===== src/rtl/sap_out_uart_tx.sv =====
// -----------------------------------------------------------------------------
// sap_out_uart_tx
//
// Watches the SAP-1 output register level. Each time it settles to a value
// that differs from the last one sent (or the first value after reset), the
// value is sent as three decimal ASCII digits followed by CR LF, as 8N1 UART.
//
// Parameters:
//   CLKS_PER_BIT  system clocks per UART bit (2..65535)
//
// Ports:
//   clk      system clock, all state on its rising edge
//   rst_n    asynchronous active-low reset
//   value_i  CPU output register level (asynchronous, slowly changing)
//   tx_o     UART serial out, idle high, 8N1, LSB first
//   busy_o   high from frame acceptance until the final stop bit completes
//
// Build option:
//   SAP_TX_ZERO_BLANK_EN  when defined, leading-zero hundreds/tens digits are
//                         sent as spaces (0x20). Frame timing is unchanged.
// -----------------------------------------------------------------------------
module sap_out_uart_tx #(
    parameter int CLKS_PER_BIT = 87
) (
    input  logic       clk,
    input  logic       rst_n,
    input  logic [7:0] value_i,
    output logic       tx_o,
    output logic       busy_o
);

    localparam logic [1:0]  ST_IDLE    = 2'd0;
    localparam logic [1:0]  ST_CONVERT = 2'd1;
    localparam logic [1:0]  ST_SEND    = 2'd2;
    localparam logic [15:0] BIT_LAST   = 16'(CLKS_PER_BIT - 1);

    logic [1:0]  state_q,     state_d;
    logic [7:0]  samp_q,      samp_d;
    logic [7:0]  samp_dly_q,  samp_dly_d;
    logic [1:0]  samp_vld_q,  samp_vld_d;
    logic [7:0]  last_sent_q, last_sent_d;
    logic        sent_vld_q,  sent_vld_d;
    logic [7:0]  conv_q,      conv_d;
    logic [11:0] bcd_q,       bcd_d;
    logic [2:0]  step_q,      step_d;
    logic [15:0] bit_cnt_q,   bit_cnt_d;
    logic [3:0]  bit_idx_q,   bit_idx_d;
    logic [2:0]  char_idx_q,  char_idx_d;
    logic        tx_q,        tx_d;
    logic        busy_q,      busy_d;

    logic        stable;
    logic        accept;
    logic [11:0] bcd_adj;
    logic [7:0]  char_byte;
    logic [9:0]  frame_bits;

    // Double-dabble correction: every BCD nibble above 4 gets +3 before the shift.
    genvar gi;
    generate
        for (gi = 0; gi < 3; gi++) begin : g_dd_adj
            assign bcd_adj[gi*4 +: 4] = (bcd_q[gi*4 +: 4] > 4'd4) ?
                                        (bcd_q[gi*4 +: 4] + 4'd3) :
                                        bcd_q[gi*4 +: 4];
        end
    endgenerate

    // Character being sent: hundreds, tens, ones, CR, LF.
    always_comb begin
        char_byte = 8'h0A;
        case (char_idx_q)
            3'd0:    char_byte = {4'h3, bcd_q[11:8]};
            3'd1:    char_byte = {4'h3, bcd_q[7:4]};
            3'd2:    char_byte = {4'h3, bcd_q[3:0]};
            3'd3:    char_byte = 8'h0D;
            default: char_byte = 8'h0A;
        endcase
`ifdef SAP_TX_ZERO_BLANK_EN
        if (char_idx_q == 3'd0 && bcd_q[11:8] == 4'd0) begin
            char_byte = 8'h20;
        end
        // Tens is only a leading zero when hundreds is zero as well.
        if (char_idx_q == 3'd1 && bcd_q[11:8] == 4'd0 && bcd_q[7:4] == 4'd0) begin
            char_byte = 8'h20;
        end
`endif
    end

    // Stop, data (LSB at index 1), start.
    assign frame_bits = {1'b1, char_byte, 1'b0};

    // samp_vld_q makes sure both compare registers hold real post-reset
    // samples; otherwise their cleared zeros would look like a stable 0 on
    // the first edge after reset and a spurious "000" frame would go out.
    assign stable = samp_vld_q[1] && (samp_q == samp_dly_q);
    assign accept = (state_q == ST_IDLE) && stable &&
                    (!sent_vld_q || (samp_dly_q != last_sent_q));

    always_comb begin
        state_d     = state_q;
        samp_d      = value_i;
        samp_dly_d  = samp_q;
        samp_vld_d  = {samp_vld_q[0], 1'b1};
        last_sent_d = last_sent_q;
        sent_vld_d  = sent_vld_q;
        conv_d      = conv_q;
        bcd_d       = bcd_q;
        step_d      = step_q;
        bit_cnt_d   = bit_cnt_q;
        bit_idx_d   = bit_idx_q;
        char_idx_d  = char_idx_q;
        tx_d        = 1'b1;
        // Outputs are registered one clock behind the state so the line and
        // busy flag change on the edges that begin/end each UART bit.
        busy_d      = (state_q != ST_IDLE) || accept;

        case (state_q)
            ST_IDLE: begin
                if (accept) begin
                    conv_d      = samp_dly_q;
                    last_sent_d = samp_dly_q;
                    sent_vld_d  = 1'b1;
                    bcd_d       = 12'd0;
                    step_d      = 3'd0;
                    state_d     = ST_CONVERT;
                end
            end

            ST_CONVERT: begin
                bcd_d  = {bcd_adj[10:0], conv_q[7]};
                conv_d = {conv_q[6:0], 1'b0};
                step_d = step_q + 3'd1;
                if (step_q == 3'd7) begin
                    bit_cnt_d  = 16'd0;
                    bit_idx_d  = 4'd0;
                    char_idx_d = 3'd0;
                    state_d    = ST_SEND;
                end
            end

            ST_SEND: begin
                tx_d = frame_bits[bit_idx_q];
                if (bit_cnt_q == BIT_LAST) begin
                    bit_cnt_d = 16'd0;
                    if (bit_idx_q == 4'd9) begin
                        bit_idx_d = 4'd0;
                        if (char_idx_q == 3'd4) begin
                            char_idx_d = 3'd0;
                            state_d    = ST_IDLE;
                        end else begin
                            char_idx_d = char_idx_q + 3'd1;
                        end
                    end else begin
                        bit_idx_d = bit_idx_q + 4'd1;
                    end
                end else begin
                    bit_cnt_d = bit_cnt_q + 16'd1;
                end
            end

            default: begin
                state_d = ST_IDLE;
            end
        endcase
    end

    always_ff @(posedge clk or negedge rst_n) begin
        if (!rst_n) begin
            state_q     <= ST_IDLE;
            samp_q      <= 8'd0;
            samp_dly_q  <= 8'd0;
            samp_vld_q  <= 2'd0;
            last_sent_q <= 8'd0;
            sent_vld_q  <= 1'b0;
            conv_q      <= 8'd0;
            bcd_q       <= 12'd0;
            step_q      <= 3'd0;
            bit_cnt_q   <= 16'd0;
            bit_idx_q   <= 4'd0;
            char_idx_q  <= 3'd0;
            tx_q        <= 1'b1;
            busy_q      <= 1'b0;
        end else begin
            state_q     <= state_d;
            samp_q      <= samp_d;
            samp_dly_q  <= samp_dly_d;
            samp_vld_q  <= samp_vld_d;
            last_sent_q <= last_sent_d;
            sent_vld_q  <= sent_vld_d;
            conv_q      <= conv_d;
            bcd_q       <= bcd_d;
            step_q      <= step_d;
            bit_cnt_q   <= bit_cnt_d;
            bit_idx_q   <= bit_idx_d;
            char_idx_q  <= char_idx_d;
            tx_q        <= tx_d;
            busy_q      <= busy_d;
        end
    end

    assign tx_o   = tx_q;
    assign busy_o = busy_q;

endmodule


===== config.mk =====
export PLATFORM = sky130hd
export DESIGN_NAME = sap_out_uart_tx
export DESIGN_NICKNAME = d
export VERILOG_FILES = /design/src/rtl/sap_out_uart_tx.sv
export SDC_FILE = /design/constraint.sdc
export NUM_CORES = 1
export LEC_CHECK = 0
export BUFFER_PORTS_ARGS = -buffer_cell sky130_fd_sc_hd__buf_2
export CAP_MARGIN = 10
export CORE_ASPECT_RATIO = 1.5
export CORE_MARGIN = 10
export CORE_UTILIZATION = 40
export DETAILED_ROUTE_END_ITERATION = 16
export MAX_ROUTING_LAYER = met4
export PLACE_DENSITY_LB_ADDON = 0.1
export SLEW_MARGIN = 20
export SYNTH_ARGS = -nofsm -noshare
export SYNTH_HDL_FRONTEND = slang
export SYNTH_SLANG_ARGS = --single-unit

===== constraint.sdc =====
create_clock -name clk -period 3 [get_ports clk]
set_input_delay 0 -clock clk [delete_from_list [all_inputs] [get_ports clk]]
set_output_delay 0 -clock clk [all_outputs]
set_load 0.05 [all_outputs]

==> qor.csv <==
metric,value,unit
hold_violations,0,
fillers,858,
post-route-drc-count,0,
cp-end-kind,flop,
min_period_over_period,71.1,%
comb_power_share,12.5,%
status,"complete, no violations",
synth_seq_cells,77,
nets,417,
pwr_density_cell,625,mW/mm²
ys_types,49,
clockBufferDepth,2,
fp.dieW,99.3,µm
layout-drive-gt1-share,11.8,%
crit_slowest_cell,nor3_2,
final_cell_area,0.00432,mm²
rrSetupSlack,0.87,ns
p_seq_share,46.7,%
core_area,0.00925,mm²
drtAntennaViolNets,0,
synth_area,0.00377,mm²
cp_slowest_stage_delay,0.47,ns
syn_area_per_cell,10.1,µm²
crit_arrival,2.35,ns
vdd_ir_drop_max,0.000415,V
rows,43,
min-delay-path-class,input pin to flop,
detail_route.first_pass.iterations,4,
grt-ovfl-total,0,
final_util,46.7,%
start_util,40.8,%
area_delta_synth_final,14.6,%
swShare,27.5,%
crit_type,flop to flop,
gp_congestion,0.806,
synthFlopType,dfrtp_1,
setup_violations,0,
clkPwrFrac,40.8,%
multiInputGateArea,0.00171,mm²
synth_fp_nets,397,
final_cell_mix,"76 x dfrtp_1, 47 x nand2_1, 29 x o21ai_0",
synth_seq_area_share,51.1,%
critPathMaxFanout,27,
drt_iter0_drc,176,
clkTransAtPathRegs,0.06,ns
setup-tns-final,0,ns
min_period,2.13,ns
clock-skew-final,0.00568,ns
clock-sinks,77,
power.net_switching,0.742,mW
root_buffer,clkbuf_16,
power.internal,1.96,mW
h-tree-depth,3,
drv_slew,0,
drt_wl_total,7.82,mm
grt_setup_unrepaired,false,
regArea,0.00193,mm²
cts-buffers-inserted,9,
required,3.22,ns
wl_per_cell,15.3,µm
final_common_cell,dfrtp_1,
ioPinCount,12,
track_usage,12.3,%
hpwlAfterDp,5.29,mm
post_cts_resized,0,
whs_path_depth,2,
diodes,0,
cp-start-kind,flop,
grt_pass1_vias,2710,
async_flop_share,100,%
reg2regPathDepth,5,
antenna_found_initial,0,
syn_inst,373,
slew_headroom,35.0,%
die_h,139,µm
dieArea,0.0138,mm²
synth_edf_count,0,
grt_pass1_wl,13.6,mm
io_buffers,11,
tightest_slew,0.976,ns
grt_start_max_net_pins,78,
p_leak,1.84,nW
clkLatencyLatePin,0.33,ns
drv_cap,0,
viasPerCell,5.49,
ys_warn_count,0,
vias,2800,
max_freq,0.469,GHz
place_area,0.00392,mm²
cts_tree,yes,
worstPathCellList,"nor2_1, nand3_1, nor3_2, and2_4, mux2_2",
[power groups by stage]
stage | Sequential, mW | Combinational (mW) | Clock, mW
after floorplan | 1.25 | 0.252 | 0
after global placement | 1.28 | 0.331 | 0
after detailed placement | 1.28 | 0.331 | 0
after CTS | 1.26 | 0.342 | 1.14
after global routing | 1.28 | 0.398 | 1.19
final | 1.26 | 0.336 | 1.10
[cell families after synthesis]
| family | count (synthesis) | synth area share [%] |
|---|---|---|
| DFF | 77 | 51.1 |
| and+or+nand+nor | 124 | 16.3 |
| other | 1 | 0.0994 |
| xor gates and xnor gates | 19 | 4.41 |
| buffers and inverters | 30 | 3.52 |
| adders and majority gates | 14 | 4.64 |
| muxes | 10 | 2.95 |
| AOI/OAI and AO/OA | 98 | 17.0 |
[worst max-delay path: cells and delay by family, from the launching register on]
family,cells,cell delay [ns]
simple gates,4,1.22
mux,1,0.37
flops,1,0.42
[area by class of cell]
class / instances / share of cell area, %
sequential: 77 / 44.6
clock inverter: 7 / 1.94
inverter: 15 / 1.30
clock buffer: 9 / 5.21
timing repair buffer: 24 / 4.11
multi-input combinational: 266 / 39.6
tap: 112 / 3.24
[sequential cells by signal (all words and copies together), names as in the netlist, 2 cells and up]
name	cells
last_sent_q	8
samp_dly_d	8
state_q	2
char_idx_q	3
step_q	3
samp_dly_q	8
bcd_q	12
bit_idx_q	4
samp_vld_q	2
bit_cnt_q	16
conv_q	8
[through the flow]
stage | power, mW | setup slack [ns] | std cells | hold slack [ns]
2_1_floorplan | 1.50 | 1.07 | 373 | -0.296
3_3_place_gp | 1.61 | 0.881 | 485 | 0.109
3_5_place_dp | 1.61 | 0.847 | 485 | 0.110
4_1_cts | 2.75 | 0.825 | 510 | 0.291
5_1_grt | 2.87 | 0.684 | 510 | 0.289
6_report | 2.70 | 0.868 | 510 | 0.304
[per-layer routing]
layer  track usage (%)  wire (µm)
met5                 -          0
met4              5.53        171
met3              3.09        228
met2              18.4       3790
met1              15.2       3630
[cells in the mapped netlist (2+ instances only)]
library cell,n,area [µm²]
o221ai_1,3,26.3
a221o_1,7,70.1
or2_2,2,12.5
o211ai_1,2,15.0
nor2_1,15,56.3
o21ai_0,29,145
o41ai_1,2,17.5
and2_1,7,43.8
nand4_1,4,25.0
nor4_1,7,43.8
a21o_1,3,22.5
o22ai_1,9,56.3
and3_1,2,12.5
ha_1,14,175
mux2_2,9,101
a31oi_1,8,50.1
nand2b_1,7,43.8
xnor2_1,19,166
inv_1,15,56.3
a221oi_1,2,17.5
a21oi_1,14,70.1
nor3_1,8,40.0
nand2_1,47,176
clkbuf_1,12,45.0
or3_1,2,12.5
nor2b_1,5,31.3
dfrtp_1,76,1900
o31ai_1,11,82.6
nand3_1,12,60.1
[timing repair]
| item | CTS | global route |
|---|---|---|
| hold buffers | 9 | 0 |
| buffers inserted | 0 | 0 |
| hold endpoints to repair | 84 | 0 |
[path summary, 6_finish.rpt]
| kind | startpoint | to |
|---|---|---|
| setup / recovery | state_q[0] | last_sent_q[5] |
| hold / removal | value_i[6] | samp_dly_d[6] |
| setup reg to reg | state_q[0] | last_sent_q[5] |
| hold reg to reg | samp_vld_q[0] | samp_vld_q[1] |
| max in group asynchronous | rst_n | bcd_q[0] |
| min in group asynchronous | rst_n | bit_idx_q[3] |
Note: power is estimated with default switching activity, not from simulation.
